`src/rtl/synth_pkg.sv`:
```
// Shared constants, types and voice waveform helper for the audio synth.
package synth_pkg;

  localparam int          SAMPLE_WIDTH = 24;
  localparam logic [31:0] DEFAULT_FREQ = 32'h024E8ED9;
  localparam int          NUM_VOICES   = 3;
  localparam int          MIX_W        = SAMPLE_WIDTH + 2;

  localparam int CNT_W     = 11;
  localparam int SYS_BIT   = 2;
  localparam int BCLK_BIT  = 4;
  localparam int LR_BIT    = 10;

  typedef enum logic [1:0] {
    SAWTOOTH,
    SQUARE,
    TRIANGLE
  } shape_t;

  typedef logic signed [SAMPLE_WIDTH-1:0] sample_t;

  localparam sample_t SQ_MAX =
    sample_t'((1 << (SAMPLE_WIDTH - 1)) - 1);

  function automatic sample_t voice(
    input shape_t      shape,
    input logic [31:0] phase
  );
    sample_t p;
    sample_t t;
    sample_t v;
    p = phase[31 -: SAMPLE_WIDTH];
    t = phase[31] ? ~(p << 1) : (p << 1);
    t[SAMPLE_WIDTH-1] = ~t[SAMPLE_WIDTH-1];
    v = '0;
    case (shape)
      SAWTOOTH: v = p;
      SQUARE:   v = phase[31] ? -SQ_MAX : SQ_MAX;
      TRIANGLE: v = t;
      default:  v = '0;
    endcase
    return v;
  endfunction

endpackage

```
`src/rtl/synth_i2s_tx.sv`:
```
// I2S transmitter: divides MASTER_CLK into DAC clocks and serialises
// one mono sample per frame (left and right), emitting the sample tick.
module i2s_tx
  import synth_pkg::*;
(
  input  logic    clk,
  input  logic    rst,
  input  sample_t sample,
  output logic    tick,
  output logic    sys_clk,
  output logic    bit_clk,
  output logic    lr_clk,
  output logic    data
);

  logic [CNT_W-1:0] cnt;
  sample_t          hold;
  logic [31:0]      word;
  logic [4:0]       bit_idx;

  assign word    = {{(32-SAMPLE_WIDTH){hold[SAMPLE_WIDTH-1]}}, hold};
  assign bit_idx = ~cnt[LR_BIT-1:BCLK_BIT+1];
  assign tick    = ~rst & (cnt == '0);

  // Outputs are registered from cnt, so they lag it by one cycle;
  // hold is refreshed on the last cycle so left bit 0 sees the new word.
  always_ff @(posedge clk or posedge rst) begin
    if (rst) begin
      cnt     <= '0;
      hold    <= '0;
      sys_clk <= 1'b0;
      bit_clk <= 1'b0;
      lr_clk  <= 1'b0;
      data    <= 1'b0;
    end else begin
      cnt     <= cnt + CNT_W'(1);
      if (&cnt)
        hold  <= sample;
      sys_clk <= cnt[SYS_BIT];
      bit_clk <= cnt[BCLK_BIT];
      lr_clk  <= ~cnt[LR_BIT];
      data    <= word[bit_idx];
    end
  end

endmodule

```
`src/rtl/synth_top.sv`:
```
// Audio synth top: three gated tone voices, mono mixer, I2S DAC output.
// Define SPI_CTRL_EN to retune the voices over the SPI slave.
module synth_top
  import synth_pkg::*;
(
  input  logic       MASTER_CLK,
  input  logic       rst,
  input  logic       spi_clk,
  input  logic       spi_cs,
  input  logic       spi_mosi,
  output logic       spi_miso,
  input  logic [7:0] gpio,
  output logic       dac_sys_clk,
  output logic       dac_bit_clk,
  output logic       dac_lr_clk,
  output logic       dac_data
);

  logic [31:0]             freq;
  logic [31:0]             phase [NUM_VOICES];
  sample_t                 voice_out [NUM_VOICES];
  logic signed [MIX_W-1:0] mix_acc;
  sample_t                 mix;
  sample_t                 sample;
  logic                    tick;

  assign voice_out[0] = voice(SAWTOOTH, phase[0]);
  assign voice_out[1] = voice(SQUARE,   phase[1]);
  assign voice_out[2] = voice(TRIANGLE, phase[2]);

  always_comb begin
    mix_acc = '0;
    for (int k = 0; k < NUM_VOICES; k++)
      if (gpio[k])
        mix_acc = mix_acc + MIX_W'(voice_out[k] >>> 2);
    mix = mix_acc[SAMPLE_WIDTH-1:0];
  end

  always_ff @(posedge MASTER_CLK or posedge rst) begin
    if (rst) begin
      for (int k = 0; k < NUM_VOICES; k++)
        phase[k] <= '0;
      sample <= '0;
    end else if (tick) begin
      for (int k = 0; k < NUM_VOICES; k++)
        phase[k] <= phase[k] + freq;
      sample <= mix;
    end
  end

  i2s_tx u_i2s (
    .clk     (MASTER_CLK),
    .rst     (rst),
    .sample  (sample),
    .tick    (tick),
    .sys_clk (dac_sys_clk),
    .bit_clk (dac_bit_clk),
    .lr_clk  (dac_lr_clk),
    .data    (dac_data)
  );

`ifdef SPI_CTRL_EN
  logic [2:0]  sclk_s;
  logic [2:0]  cs_s;
  logic [1:0]  mosi_s;
  logic [2:0]  bit_cnt;
  logic [1:0]  byte_cnt;
  logic [7:0]  shreg;
  logic [7:0]  last;
  logic [7:0]  rx_byte;
  logic [23:0] rx_word;
  logic [31:0] new_freq;
  logic        pending;
  logic        cs_n;
  logic        cs_fall;
  logic        sclk_rise;
  logic        sclk_fall;
  logic        unused;

  assign cs_n      = cs_s[1];
  assign cs_fall   = ~cs_s[1] & cs_s[2];
  assign sclk_rise = sclk_s[1] & ~sclk_s[2];
  assign sclk_fall = ~sclk_s[1] & sclk_s[2];
  assign rx_byte   = {mosi_s[1], shreg[7:1]};
  assign unused    = ^{gpio[7:3], mix_acc[MIX_W-1:SAMPLE_WIDTH]};

  // A new word waits in new_freq until the next tick so a frame
  // never mixes two pitches.
  always_ff @(posedge MASTER_CLK or posedge rst) begin
    if (rst) begin
      sclk_s   <= '0;
      cs_s     <= '1;
      mosi_s   <= '0;
      bit_cnt  <= '0;
      byte_cnt <= '0;
      shreg    <= '0;
      last     <= '0;
      rx_word  <= '0;
      new_freq <= DEFAULT_FREQ;
      pending  <= 1'b0;
      freq     <= DEFAULT_FREQ;
      spi_miso <= 1'b0;
    end else begin
      sclk_s <= {sclk_s[1:0], spi_clk};
      cs_s   <= {cs_s[1:0], spi_cs};
      mosi_s <= {mosi_s[0], spi_mosi};
      if (tick && pending) begin
        freq    <= new_freq;
        pending <= 1'b0;
      end
      if (cs_n) begin
        bit_cnt  <= '0;
        byte_cnt <= '0;
        spi_miso <= 1'b0;
      end else begin
        if (cs_fall)
          spi_miso <= last[0];
        if (sclk_fall)
          spi_miso <= last[bit_cnt];
        if (sclk_rise) begin
          shreg   <= rx_byte;
          bit_cnt <= bit_cnt + 3'd1;
          if (bit_cnt == 3'd7) begin
            last     <= rx_byte;
            rx_word  <= {rx_byte, rx_word[23:8]};
            byte_cnt <= byte_cnt + 2'd1;
            if (byte_cnt == 2'd3) begin
              new_freq <= {rx_byte, rx_word};
              pending  <= 1'b1;
            end
          end
        end
      end
    end
  end
`else
  logic unused;

  assign freq     = DEFAULT_FREQ;
  assign spi_miso = 1'b0;
  assign unused   = ^{gpio[7:3], spi_clk, spi_cs, spi_mosi,
                      mix_acc[MIX_W-1:SAMPLE_WIDTH]};
`endif

endmodule

```
`config.mk`:
```
export PLATFORM = sky130hd
export DESIGN_NAME = synth_top
export DESIGN_NICKNAME = d
export VERILOG_FILES = /design/src/rtl/synth_pkg.sv /design/src/rtl/synth_i2s_tx.sv /design/src/rtl/synth_top.sv
export SDC_FILE = /design/constraint.sdc
export NUM_CORES = 1
export LEC_CHECK = 0
export ABC_AREA = 1
export CELL_PAD_IN_SITES_DETAIL_PLACEMENT = 1
export CELL_PAD_IN_SITES_GLOBAL_PLACEMENT = 1
export CORE_MARGIN = 1
export CORE_UTILIZATION = 24
export CTS_CLUSTER_DIAMETER = 50
export CTS_CLUSTER_SIZE = 40
export DETAILED_ROUTE_END_ITERATION = 8
export GPL_TIMING_DRIVEN = 0
export PLACE_DENSITY_LB_ADDON = 0.1
export SKIP_LAST_GASP = 1
export SYNTH_ARGS = -nofsm -noshare
export SYNTH_HDL_FRONTEND = slang
export SYNTH_HIERARCHICAL = 1
export SYNTH_SLANG_ARGS = --single-unit
```
`constraint.sdc`:
```
create_clock -name MASTER_CLK -period 7 [get_ports MASTER_CLK]
set_clock_uncertainty 0.15 [all_clocks]
set_input_delay 0.7 -clock MASTER_CLK [delete_from_list [all_inputs] [get_ports MASTER_CLK]]
set_output_delay 0.7 -clock MASTER_CLK [all_outputs]
set_load 0.01 [all_outputs]
```
# Word-level counts from Yosys, hierarchy flattened
# Index checks and enable logic that the tools add are counted.
op_classes:
  addsub: 6
  n_lt_le_gt_ge: 1
  muxes: 7
  bitwise_logic: 6
  reduce_logical: 2
ops:
  columns: ["operator", "n"]
  rows:
  - ["2-to-1 mux 24 bit", 5]
  - ["adder 32 x 26 -> 32 bit, second input constant", 3]
  - ["adder 24 x 22 -> 24 bit", 2]
  - ["inverter 24 bit", 1]
  - ["adder 11 x 1 -> 11 bit, second input constant", 1]
  - ["zero test 11 bit", 1]
  - ["AND reduction 11 bit", 1]
  - ["< comparator 5 x 6 -> 1 bit, second input constant", 1]
  - ["binary-select mux 1 bit (select 5 bit)", 1]
  - ["inverter 5 bit", 1]
  - ["inverter 1 bit", 3]
  - ["AND 1 bit", 1]
  - ["2-to-1 mux 1 bit", 1]
totals:
  regBits: 159
  in_bits: 13
  output_inout_bits: 5
  wordCells: 32

# Logic depth before layout (Yosys ltp)
# Gate-level depths: netlist (run 1).
depth:
  depth_word: 5
  ltp_mapped: 33
  mapped_depth_nobuf: 30

# Hierarchy
# Netlist (run 1), hierarchy kept.
modules_own_cells:
  columns: ["module", "n_inst", "cells_per_inst", "area_per_inst_um2", "seq_area_each_um2"]
  rows:
  - ["synth_top", 1, 1498, 9965.8, 3002.9]
  - ["i2s_tx", 1, 238, 1903.1, 975.9]

# Worst setup path before layout (run 1)
# Ideal clock, no wire load.
synth_path:
  kind: "input-to-reg"
  startpoint: "in gpio[0]"
  endpoint: "reg sample[23]"
  setup_time_ns: 0.118
  t_arrival_ns: 3.870
  t_required_ns: 6.732
  path_slack_ns: 2.862
  stages: 26
  path_buffers: 3
  path_cell_list: "buf_6 > buf_6 > clkbuf_1 > nand2_1 > inv_1 > ha_1 > fa_1 > nand2_1 > nor2_2 > nor2_1 > o21ai_1 > or2_1 > nand3_1 > nand2_1 > ha_1 > nand2_1 > o21ai_0 > nand2_1 > nand2_1 > nand2_1 > nand3_1 > nor2_1 > nor2_1 > nand3_1 > nand3_1 > nand2_1"
synth_via:
  elab_chain_cells: 5
synth_rtl:
  columns: ["item", "line_no", "text"]
  rows:
  - ["start: declaration", "synth_top.sv:12", "input logic [7:0] gpio,"]
  - ["2-to-1 mux 24 bit (*)", "synth_top.sv:34", "if (gpio[k])"]
  - ["adder 24 x 22 -> 24 bit", "synth_top.sv:35", "mix_acc = mix_acc + MIX_W'(voice_out[k] >>> 2);"]
  - ["2-to-1 mux 24 bit (*)", "synth_top.sv:34", null]
  - ["adder 24 x 22 -> 24 bit", "synth_top.sv:35", null]
  - ["2-to-1 mux 24 bit (*)", "synth_top.sv:34", null]
  - ["end signal: assignment", "synth_top.sv:47", "sample <= mix;"]
  - ["end: declaration", "synth_top.sv:24", "sample_t sample;"]
# Every way passes the cells marked *; elsewhere a longest branch is shown, timed or not.
# A chain may end at the register's enable or synchronous reset.

# Final worst setup path (run 1)
layout_path:
  startpoint: "in gpio[0]"
  endpoint: "reg sample[22]"
# The elaborated chain is that of the path after synthesis.

==> results of run 1 <==
==> path summary, 6_finish.rpt <==
kind,to,from,depth (start not counted)
hold / removal,u_i2s/hold[7],u_i2s/hold[7],2
min in group asynchronous,u_i2s/hold[0],rst,2
max in group asynchronous,phase[70],rst,3
setup / recovery,sample[22],gpio[0],24
setup reg to reg,sample[22],phase[63],20
hold reg to reg,u_i2s/hold[7],u_i2s/hold[7],2
==> flip-flops by register name (all words and copies together) (netlist names) <==
signal,flops
phase,96
sample,24
u_i2s/bit_clk,1
u_i2s/cnt,11
u_i2s/data,1
u_i2s/hold,24
u_i2s/lr_clk,1
u_i2s/sys_clk,1
==> per-stage QoR <==
step	worst slack, ns	instance area, sq um	hold WS, ns	instances	util (%)
after global placement	0.481	12800	0.304	2407	26.1
final	1.33	13400	0.318	2441	27.4
after detailed placement	0.882	12800	0.308	2409	26.2
after global routing	1.05	13400	0.342	2441	27.4
after floorplan	2.86	11900	0.281	1736	-
after CTS	1.40	13400	0.324	2441	27.4
==> cells by family after synthesis <==
family	count (synthesis)	synth area share [%]
flops	159	33.5
xor+xnor	127	9.37
simple gates	926	33.8
buf+inv	283	9.53
compound gates	198	9.23
other cells	1	0.0316
fa+ha+maj	42	4.55
==> cells in the mapped netlist, drive strengths merged (3+ instances only) <==
| library cell | number |
|---|---|
| xor2 | 98 |
| inv | 225 |
| nand4 | 49 |
| dfrtp | 159 |
| o21ai | 96 |
| nand2 | 528 |
| clkbuf | 29 |
| buf | 28 |
| nand3 | 144 |
| o21a | 3 |
| nor4 | 7 |
| a21oi | 70 |
| nand3b | 5 |
| a31oi | 5 |
| nor3 | 27 |
| o31ai | 3 |
| nor2 | 158 |
| or2 | 4 |
| o21bai | 9 |
| xnor2 | 29 |
| ha | 40 |
==> worst max-delay path, delay by kind of cell <==
| family | cells | cell delay [ns] |
|---|---|---|
| and+or+nand+nor | 7 | 0.70 |
| buffers and inverters | 10 | 1.63 |
| AOI/OAI and AO/OA | 4 | 1.65 |
| adders and majority gates | 3 | 1.19 |
==> power breakdown <==
part / internal, mW / total, mW / switching [mW] / leakage [nW]
logic: 0.101 / 0.339 / 0.237 / 4.46
registers: 0.942 / 0.963 / 0.0212 / 2.00
clock network: 0.519 / 0.964 / 0.444 / 0.280
total: 1.56 / 2.27 / 0.703 / 6.75
==> layout by cell type (no fill, tap or decap), types with 3 or more instances in the layout <==
master and instances:
inv_6 4, clkbuf_1 30, clkbuf_16 17, xnor2_1 29
buf_2 13, nand4_1 49, ha_1 40, inv_2 9
o21a_1 3, or2_2 3, o21ai_0 76, o21ai_2 4
xor2_1 98, o31ai_1 3, inv_1 215, buf_6 5
nor4_1 6, clkinv_2 3, nand3b_1 5, a31oi_1 5
nand3_1 139, o21bai_1 9, buf_1 6, dfrtp_1 159
o21ai_1 16, nor3_1 27, nand3_2 4, clkbuf_8 3
nor2_2 7, clkdlybuf4s50_1 7, buf_4 4, nand2_1 508
nand2_2 19, a21oi_1 69, nor2_1 149
==> area by class of cell <==
class / count / area [sq um]
fillers: 6102 / 35500
clock buffers: 21 / 470
well taps: 664 / 831
flip-flops and latches: 159 / 3980
plain buffers: 57 / 283
multi-input cells: 1294 / 6760
inverters: 226 / 853
clock inverters: 11 / 104
repair buffers: 9 / 118
==> metal layers <==
layer	vias to the layer above	global-route usage (%)	wire length (microns)
li1	5593	-	-
met1	5302	25.0	22000
met2	63	29.2	19900
met3	34	2.65	701
met4	0	6.82	1190
met5	-	0	0
==> metrics.txt, run 1 <==
final setup TNS=0 ns; synth unique cells=52; dpl hpwl=34400 microns; starting DRC count in detailed routing=476; slew of the pin with the lowest slew margin=1.09 ns; crit path max-delay cell type=o21ai_0; share of cells above drive strength 1=6.25%; io pins=18; CTS Buf Count=17; routed vias=11.0k; drt total wl=roughly 44000 microns; crit path kind=input pin to register; Pwr Total=about 2.3 mW; synthesized cell area=approximately 12000 sq um; Post-CTS Hold Buffers=0; ANT cells=0; nets@finish=1819; # DRC=0; Hold Crit Class=register to register; syn avg cell area=between 6 and 7 sq um; Die X=224 microns; nature of the critical path startpoint=input pin; Worst-Skew Late Latency=0.49 ns; CP endpoint kind=register; yosys synthesis warning count=6; CTS tree=yes; Clock transition at path regs=0.06 ns; Seq cells post-synth=159; syn nets=between 1.5k and 2k; Req. time, crit path=roughly 7.2 ns; most frequent CP cell=inv_1; CTS Root Cell=clkbuf_16; fraction of registers with async set/reset=100%; CP peak stage delay=0.79 ns; sequential area share after synthesis=between 30% and 40%; clock buffer depth=2; outcome=complete, no violations; Total GRT Usage=about 18%; CTS Sinks=159; row cnt=81; CP Cell Sequence=clkdlybuf4s50_1 > buf_6 > buf_6 > clkbuf_1 > nand2_1 > inv_1 > ha_1 > fa_1 > inv_1 > o21ai_0 > inv_1 > fa_1 > inv_1 > nand2_1 > o21ai_1 > inv_1 > o21ai_1 > nand3_1 > nand3_1 > nor2_1 > o21ai_0 > inv_1 > nand2_1 > nand2_1; port bufs=7; Max Slew Vio Count=0; PD cells=169 nW/um^2; Post-synth EDFFs=0; post_cts resized=0; First-pass DRT Iterations=5; first-pass GRT wire length=69200 microns; P_leak=slightly below 7 nW; Rel. slew slack=27.1%; unrepaired setup endpoints after global routing=false; core area=48800 sq um; final worst-path cycle share=81.0%; vias in the first global route=between 10k and 15k; # setup viols final=0; Mapped Cells=1736; Max Cap Violations=0; largest net degree at the start of global routing=88; synth-to-layout area growth=12.9%; FMAX=176 MHz; GPL Wtd Cong=0.848; cell taking the most area after synthesis=dfrtp_1; post-CTS setup buffers=0; Max FO, Critical Path=10; Starting Density=24.3%; die height=224 microns; ranking of synthesized cells by area=dfrtp_1, nand2_1, xor2_1; top_reg_cell synth=dfrtp_1; Die ar.=50300 sq um; grt total ovfl=0; remaining antenna violation count after routing=0; wire per inst=roughly 18 microns; critical path arrival=between 5 and 6 ns; Final Hold Fails=0; top cell type's share of synthesized area=33.5%; Peak supply drop=approximately 0.16 mV; initial antenna violation count=0; # H-tree levels=4; Final Critical Period=around 5.7 ns; reg-to-reg setup timing slack=1.81 ns; via/cell ratio=4.50
Note: power is estimated with default switching activity, not from simulation.
==> inputs of run 2 (changes only) <==
==> constraint.sdc (replaced) <==
create_clock -name MASTER_CLK -period 4.85 [get_ports MASTER_CLK]
set_clock_uncertainty 0.15 [all_clocks]
set_input_delay 0.485 -clock MASTER_CLK [delete_from_list [all_inputs] [get_ports MASTER_CLK]]
set_output_delay 0.485 -clock MASTER_CLK [all_outputs]
set_load 0.01 [all_outputs]
==> run 2 against run 1 <==
Compared with the run above:
- first-iteration DRC count is 1.1% lower
- register-to-register slack worse by 1.4 ns
- final cell count unchanged
- sequential cell count did not move
- clock-buffer cell count unchanged
- total power rose by 45%
- core utilization increased by 0.16 points
- global-route usage about the same
- combinational power grew 46%
- sequential share of layout area decreased by 0.16 points
- hold slack lost 0.055 ns
- critical endpoint is now sample[17]
==> metrics.txt, run 2 (same netlist as run 1, synthesis figures left out) <==
vias in the first global route=11.5k; biggest regs=phase (96), sample (24), u_i2s/hold (24); Hold Crit Class=input pin to async pin; crit path kind=input pin to register; Max FO, Critical Path=28; final worst-path cycle share=92.5%; PD cells=243 nW/um^2; dpl cell area=around 13000 sq um; # setup viols final=0; Pwr Total=3.27 mW; Setup WS pre-CTS=-1.05 ns; Worst-Skew Late Latency=0.49 ns; filler cell count=a little over 6k; CP endpoint kind=register; P_leak=a little under 7 nW; Switch Pwr=about 1.0 mW; CTS Buf Count=17; Reg2Reg Depth=21; # DRC=0; CTS Root Cell=clkbuf_16; Flop pwr share=between 40% and 50%; CP Cell Sequence=clkdlybuf4s50_1 > buf_6 > nand2_1 > inv_1 > ha_2 > fa_2 > nand2_1 > nor2_2 > nor2_1 > o21ai_2 > or2_1 > nand3_1 > nand2_1 > ha_2 > a21oi_1 > o21ai_0 > a21oi_1 > nand3_1 > xor2_1 > o21ai_0 > inv_1 > nand2_1 > nand2_1; Post-CTS Hold Buffers=0; reg2reg start=phase[63]; io pins=18; Die X=~220 microns; commonest non-fill, non-tap cell in the layout=nand2_1; sw frac=31.0%; critical path arrival=4.70 ns; First-pass DRT Iterations=4; dpl hpwl=34400 microns; wire per inst=about 18 microns; drt total wl=43700 microns; clock buffer depth=2; outcome=complete, no violations; Final Hold Fails=0; slew of the pin with the lowest slew margin=1.11 ns; # H-tree levels=4; clock network power share=42.4%; FMAX=about 220 MHz; CP bufs+invs=4; internal power=between 2 and 2.5 mW; reg-to-reg setup timing slack=0.38 ns; capturing point of the worst reg2reg path=sample[17]; die height=224 microns; crit path max-delay cell type=clkdlybuf4s50_1; Max Slew Vio Count=0; remaining antenna violation count after routing=0; Critical Path End=sample[17]; largest net degree at the start of global routing=88; commonest cells after routing, fill and taps aside=nand2_1, inv_1, dfrtp_1; Clock transition at path regs=0.07 ns; initial antenna violation count=0; CP peak stage delay=0.47 ns; Die ar.=roughly 50000 sq um; Worst path depth=23; GPL Wtd Cong=0.848; number of flip-flops in the largest register=96; final setup TNS=0 ns; core area=48800 sq um; Starting Density=24.3%; Total GRT Usage=a little under a fifth; via/cell ratio=roughly 4.5; CTS tree=yes; CP top delay family=simple AND/OR/NAND/NOR gates; synth-to-layout area growth=13.5%; Req. time, crit path=5.06 ns; nature of the critical path startpoint=input pin; Rel. slew slack=between 20% and 30%; Comb pwr share=15.1%; PnR worst setup slack=0.365 ns; ANT cells=0; share of cells above drive strength 1=~7.5%; hold slack final=0.263 ns; Peak supply drop=around 0.23 mV; row cnt=roughly 80; Final Critical Period=4.48 ns; grt total ovfl=0; CTS Sinks=159; nets@finish=between 1.5k and 2k; starting DRC count in detailed routing=between 400 and 500; port bufs=7; Biggest register=phase; critical path launch point=gpio[0]; Max Cap Violations=0; Final Instance Area=13500 sq um; most frequent CP cell=nand2_1; first-pass GRT wire length=about 70000 microns; unrepaired setup endpoints after global routing=false; routed vias=roughly 11k
[run 2: how the worst min path moves through the flow]
stage                   from             end  slack, ns  cells past startpoint
2_1_floorplan   u_i2s/cnt[2]   u_i2s/sys_clk       0.28                      0
3_3_place_gp   u_i2s/hold[7]   u_i2s/hold[7]       0.30                      2
3_5_place_dp   u_i2s/hold[7]   u_i2s/hold[7]       0.31                      2
4_1_cts                  rst  u_i2s/hold[17]       0.24                      2
5_1_grt                  rst  u_i2s/hold[17]       0.29                      2
6_report                 rst  u_i2s/hold[19]       0.26                      2
[run 2: cell type report]
type	count	area (sq um)	share of cell area (%)
sequential	159	3980	29.5
tap	664	831	6.17
buffer	55	268	1.99
clock inverter	11	104	0.771
timing repair buffer	11	133	0.984
multi-input combinational	1294	6840	50.7
inverter	226	853	6.33
clock buffer	21	470	3.49
[run 2: per-layer routing]
layer / routed length [microns] / global-route usage (%) / vias to the layer above
met5: 0 / 0 / -
met4: 1050 / 6.50 / 0
met3: 680 / 2.57 / 33
met2: 20000 / 29.3 / 55
met1: 22000 / 25.0 / 5363
li1: - / - / 5598
[run 2: power by group through the flow]
stage	Sequential (mW)	Clock [mW]	Combinational, mW
floorplan	1.40	0	0.336
global placement	1.42	0	0.488
detailed placement	1.42	0	0.494
CTS	1.39	1.46	0.497
global route	1.39	1.49	0.561
finish	1.39	1.39	0.495
[run 2: metrics by stage]
stage / utilization, % / cells
2_1_floorplan: - / 1736
3_3_place_gp: 26.1 / 2407
3_5_place_dp: 26.2 / 2409
4_1_cts: 27.4 / 2440
5_1_grt: 27.6 / 2441
6_report: 27.6 / 2441
[run 2: timing repair]
item / in CTS / in global routing
pin swaps: 0 / 3
resized for setup: 5 / 23
hold endpoints to repair: 0 / 0
endpoints found under the setup margin: 16 / 13
setup buffers: 0 / 2
[run 2: worst register-to-register path, stage by stage, from the launching register on]
cell,delay [ns]
dfrtp_2,0.51
inv_2,0.10
buf_6,0.19
ha_2,0.24
fa_2,0.43
nand2_1,0.14
nor2_2,0.05
nor2_1,0.18
o21ai_2,0.10
or2_1,0.21
nand3_1,0.16
nand2_1,0.15
ha_2,0.34
a21oi_1,0.22
o21ai_0,0.17
a21oi_1,0.23
nand3_1,0.17
xor2_1,0.17
o21ai_0,0.14
inv_1,0.06
nand2_1,0.17
nand2_1,0.07
==> inputs of run 3 (changes only) <==
--- a/config.mk
+++ b/config.mk
@@ -18,5 +18,4 @@
 export SKIP_LAST_GASP = 1
 export SYNTH_ARGS = -nofsm -noshare
 export SYNTH_HDL_FRONTEND = slang
-export SYNTH_HIERARCHICAL = 1
 export SYNTH_SLANG_ARGS = --single-unit
==> run 3 against run 2 <==
Compared with the run above:
- the run now ends with DRC left
- core utilization shrank 0.17 points
- critical path depth grew 2
- sequential power about the same
- design area decreased by 0.62%
- sequential share of layout area up 0.18 points
- wire length decreased by 2.3%
- first-iteration DRC count shrank 11%
- die area is essentially flat
- register-to-register slack about the same
- hold slack better by 0.045 ns
- synthesized cell count is 2.1% lower
- global-route usage shrank 0.22 points
- critical endpoint is now sample[14]
==> metrics.txt, run 3 <==
outcome=complete, but fails checks; failing checks=DRC; Post-synth EDFFs=0; CP top delay family=compound AO/OA/AOI/OAI gates; Hold Crit Class=register to register; first-pass GRT wire length=68500 microns; Starting Density=24.3%; synth unique cells=55; sw frac=31.0%; CTS Buf Count=17; count leader, synth=nand2_1; Final Critical Period=4.47 ns; cell taking the most area after synthesis=dfrtp_1; CTS Root Cell=clkbuf_16; clock buffer depth=2; most frequent CP cell=nand2_1; final setup TNS=0 ns; Switch Pwr=0.984 mW; port bufs=5; PnR worst setup slack=0.378 ns; CP endpoint kind=register; synth-to-layout area growth=12.8%; row cnt=81; starting DRC count in detailed routing=~420; commonest cells after routing, fill and taps aside=nand2_1, inv_1, dfrtp_1; grt total ovfl=0; io pins=18; Biggest register=phase; Worst-Skew Late Latency=0.47 ns; dpl hpwl=between 30000 and 40000 microns; remaining antenna violation count after routing=0; yosys synthesis warning count=0; internal power=2.19 mW; Rel. slew slack=43.8%; unrepaired setup endpoints after global routing=true; nets@finish=about 1.8k; final core area utilization=27.4%; routed vias=~11k; initial antenna violation count=0; via/cell ratio=between 4 and 5; slew of the pin with the lowest slew margin=roughly 0.84 ns; wire per inst=17.8 microns; Final Hold Fails=0; ranking of synthesized cells by area=dfrtp_1, nand2_1, inv_1; largest net degree at the start of global routing=39; commonest non-fill, non-tap cell in the layout=nand2_1; Post-CTS Hold Buffers=0; CTS tree=yes; share of cells above drive strength 1=under 10%; First-pass DRT Iterations=6; Max Slew Vio Count=0; # H-tree levels=4; ANT cells=0; met1 wire length=20800 microns; CP peak stage delay=0.43 ns; top cell type's share of synthesized area=33.5%; synthesized cell area=around 12000 sq um; PD cells=237 nW/um^2; core area=a little under 50000 sq um; Mapped Cells=1700; vias in the first global route=11.6k; Total GRT Usage=18.1%; crit path max-delay cell type=dfrtp_1; reg-to-reg setup timing slack=between 0.3 and 0.4 ns; final worst-path cycle share=92.2%; Die ar.=50400 sq um; filler cell count=6096; die height=approximately 220 microns; CP bufs+invs=5; critical path arrival=~4.7 ns; DR top layer=met4; Peak supply drop=0.283 mV; Max FO, Critical Path=20; nature of the critical path startpoint=register; clock network power share=roughly 40%; Pwr Total=about 3.2 mW; # setup viols final=0; biggest regs=phase (96), sample (24), u_i2s.hold (24); syn avg cell area=6.98 sq um; Die X=224 microns; Setup WS pre-CTS=-0.526 ns; Comb pwr share=about 16%; Seq cells post-synth=159; crit path kind=register to register; top_reg_cell synth=dfrtp_1; metal2 WL=20200 microns; Synth top cells by count=nand2_1, inv_1, dfrtp_1; Req. time, crit path=between 5 and 6 ns; # DRC=2; FMAX=between 200 and 250 MHz; number of flip-flops in the largest register=96; P_leak=6.82 nW; fraction of registers with async set/reset=100%; syn nets=1755; drt total wl=42700 microns; Max Cap Violations=0; Clock transition at path regs=about 0.070 ns; Flop pwr share=44.0%; CTS Sinks=159; Routed met3 length=around 840 microns; GPL Wtd Cong=between 0.8 and 0.9; sequential area share after synthesis=between 30% and 40%
## run 3: cell count changes in the layout (fill, tap and decap cells not counted), moves of 13 or more
cell | before | now
nand4_1 | 49 | 22
nand3_1 | 139 | 122
clkbuf_1 | 29 | 16
inv_1 | 214 | 235
nand2_1 | 508 | 454
a21oi_1 | 68 | 96
## run 3: stage by stage
| step | instance area [sq um] | cells | hold slack [ns] |
|---|---|---|---|
| 6_report | 13400 | 2403 | 0.308 |
| 5_1_grt | 13400 | 2403 | 0.333 |
| 4_1_cts | 13400 | 2403 | 0.319 |
| 3_5_place_dp | 12800 | 2373 | 0.307 |
| 3_3_place_gp | 12800 | 2369 | 0.300 |
| 2_1_floorplan | 11900 | 1700 | 0.280 |
## run 3: power by group through the flow
stage          sequential, mW  combinational [mW]  clock (mW)
5_1_grt                  1.40               0.578        1.37
2_1_floorplan            1.41               0.349           0
4_1_cts                  1.40               0.510        1.33
3_3_place_gp             1.42               0.496           0
3_5_place_dp             1.42               0.507           0
6_report                 1.39               0.506        1.27
## run 3: cell families after synthesis
| logic type | count (synthesis) | synth area share [%] |
|---|---|---|
| simple gates | 839 | 30.5 |
| flops | 159 | 33.5 |
| fa+ha+maj | 42 | 4.55 |
| xor+xnor | 128 | 9.44 |
| mux | 12 | 1.30 |
| compound gates | 231 | 10.8 |
| other cells | 1 | 0.0316 |
| buf+inv | 288 | 9.85 |
## run 3: worst reg2reg max path: stages (launching register included)
cell	delay, ns
dfrtp_1	0.43
inv_1	0.11
buf_6	0.23
ha_1	0.26
nand2_1	0.06
inv_1	0.04
o21ai_0	0.22
nand2_1	0.22
nand2_1	0.11
nand2_1	0.15
nand2_1	0.13
nand2_1	0.08
xor2_1	0.15
a21oi_2	0.32
ha_1	0.36
a21oi_1	0.22
o21ai_0	0.16
inv_1	0.12
o21bai_1	0.11
a21o_1	0.18
a21oi_1	0.11
o21ai_0	0.10
nand2_1	0.08
inv_1	0.05
nand2_1	0.15
nand2_1	0.08
## run 3: worst paths after layout
kind                               from            to  depth (start not counted)
max in group asynchronous           rst     phase[52]                          4
setup reg to reg              phase[63]    sample[14]                         25
hold reg to reg            u_i2s.cnt[0]  u_i2s.cnt[0]                          1
min in group asynchronous           rst  u_i2s.lr_clk                          2
hold / removal             u_i2s.cnt[0]  u_i2s.cnt[0]                          1
setup / recovery              phase[63]    sample[14]                         25
## run 3: cell type report
type | instances | area [sq um] | area share (%)
multi-input cells | 1253 | 6750 | 50.4
flip-flops and latches | 159 | 3980 | 29.7
inverters | 242 | 912 | 6.81
well taps | 664 | 831 | 6.20
clock buffers | 21 | 460 | 3.44
plain buffers | 46 | 269 | 2.01
repair buffers | 9 | 130 | 0.972
clock inverters | 9 | 63.8 | 0.477
## run 3: metal layers
layer	vias up	GRT usage [%]
met2	98	30.5
met4	0	5.38
met5	-	0
met3	42	2.61
met1	5229	23.8
li1	5471	-
## run 3: timing repair
item,CTS,global route
gates cloned,0,0
endpoints found under the hold margin,0,0
setup endpoints to repair,2,11
gates resized for setup,2,12
buffers inserted,0,0
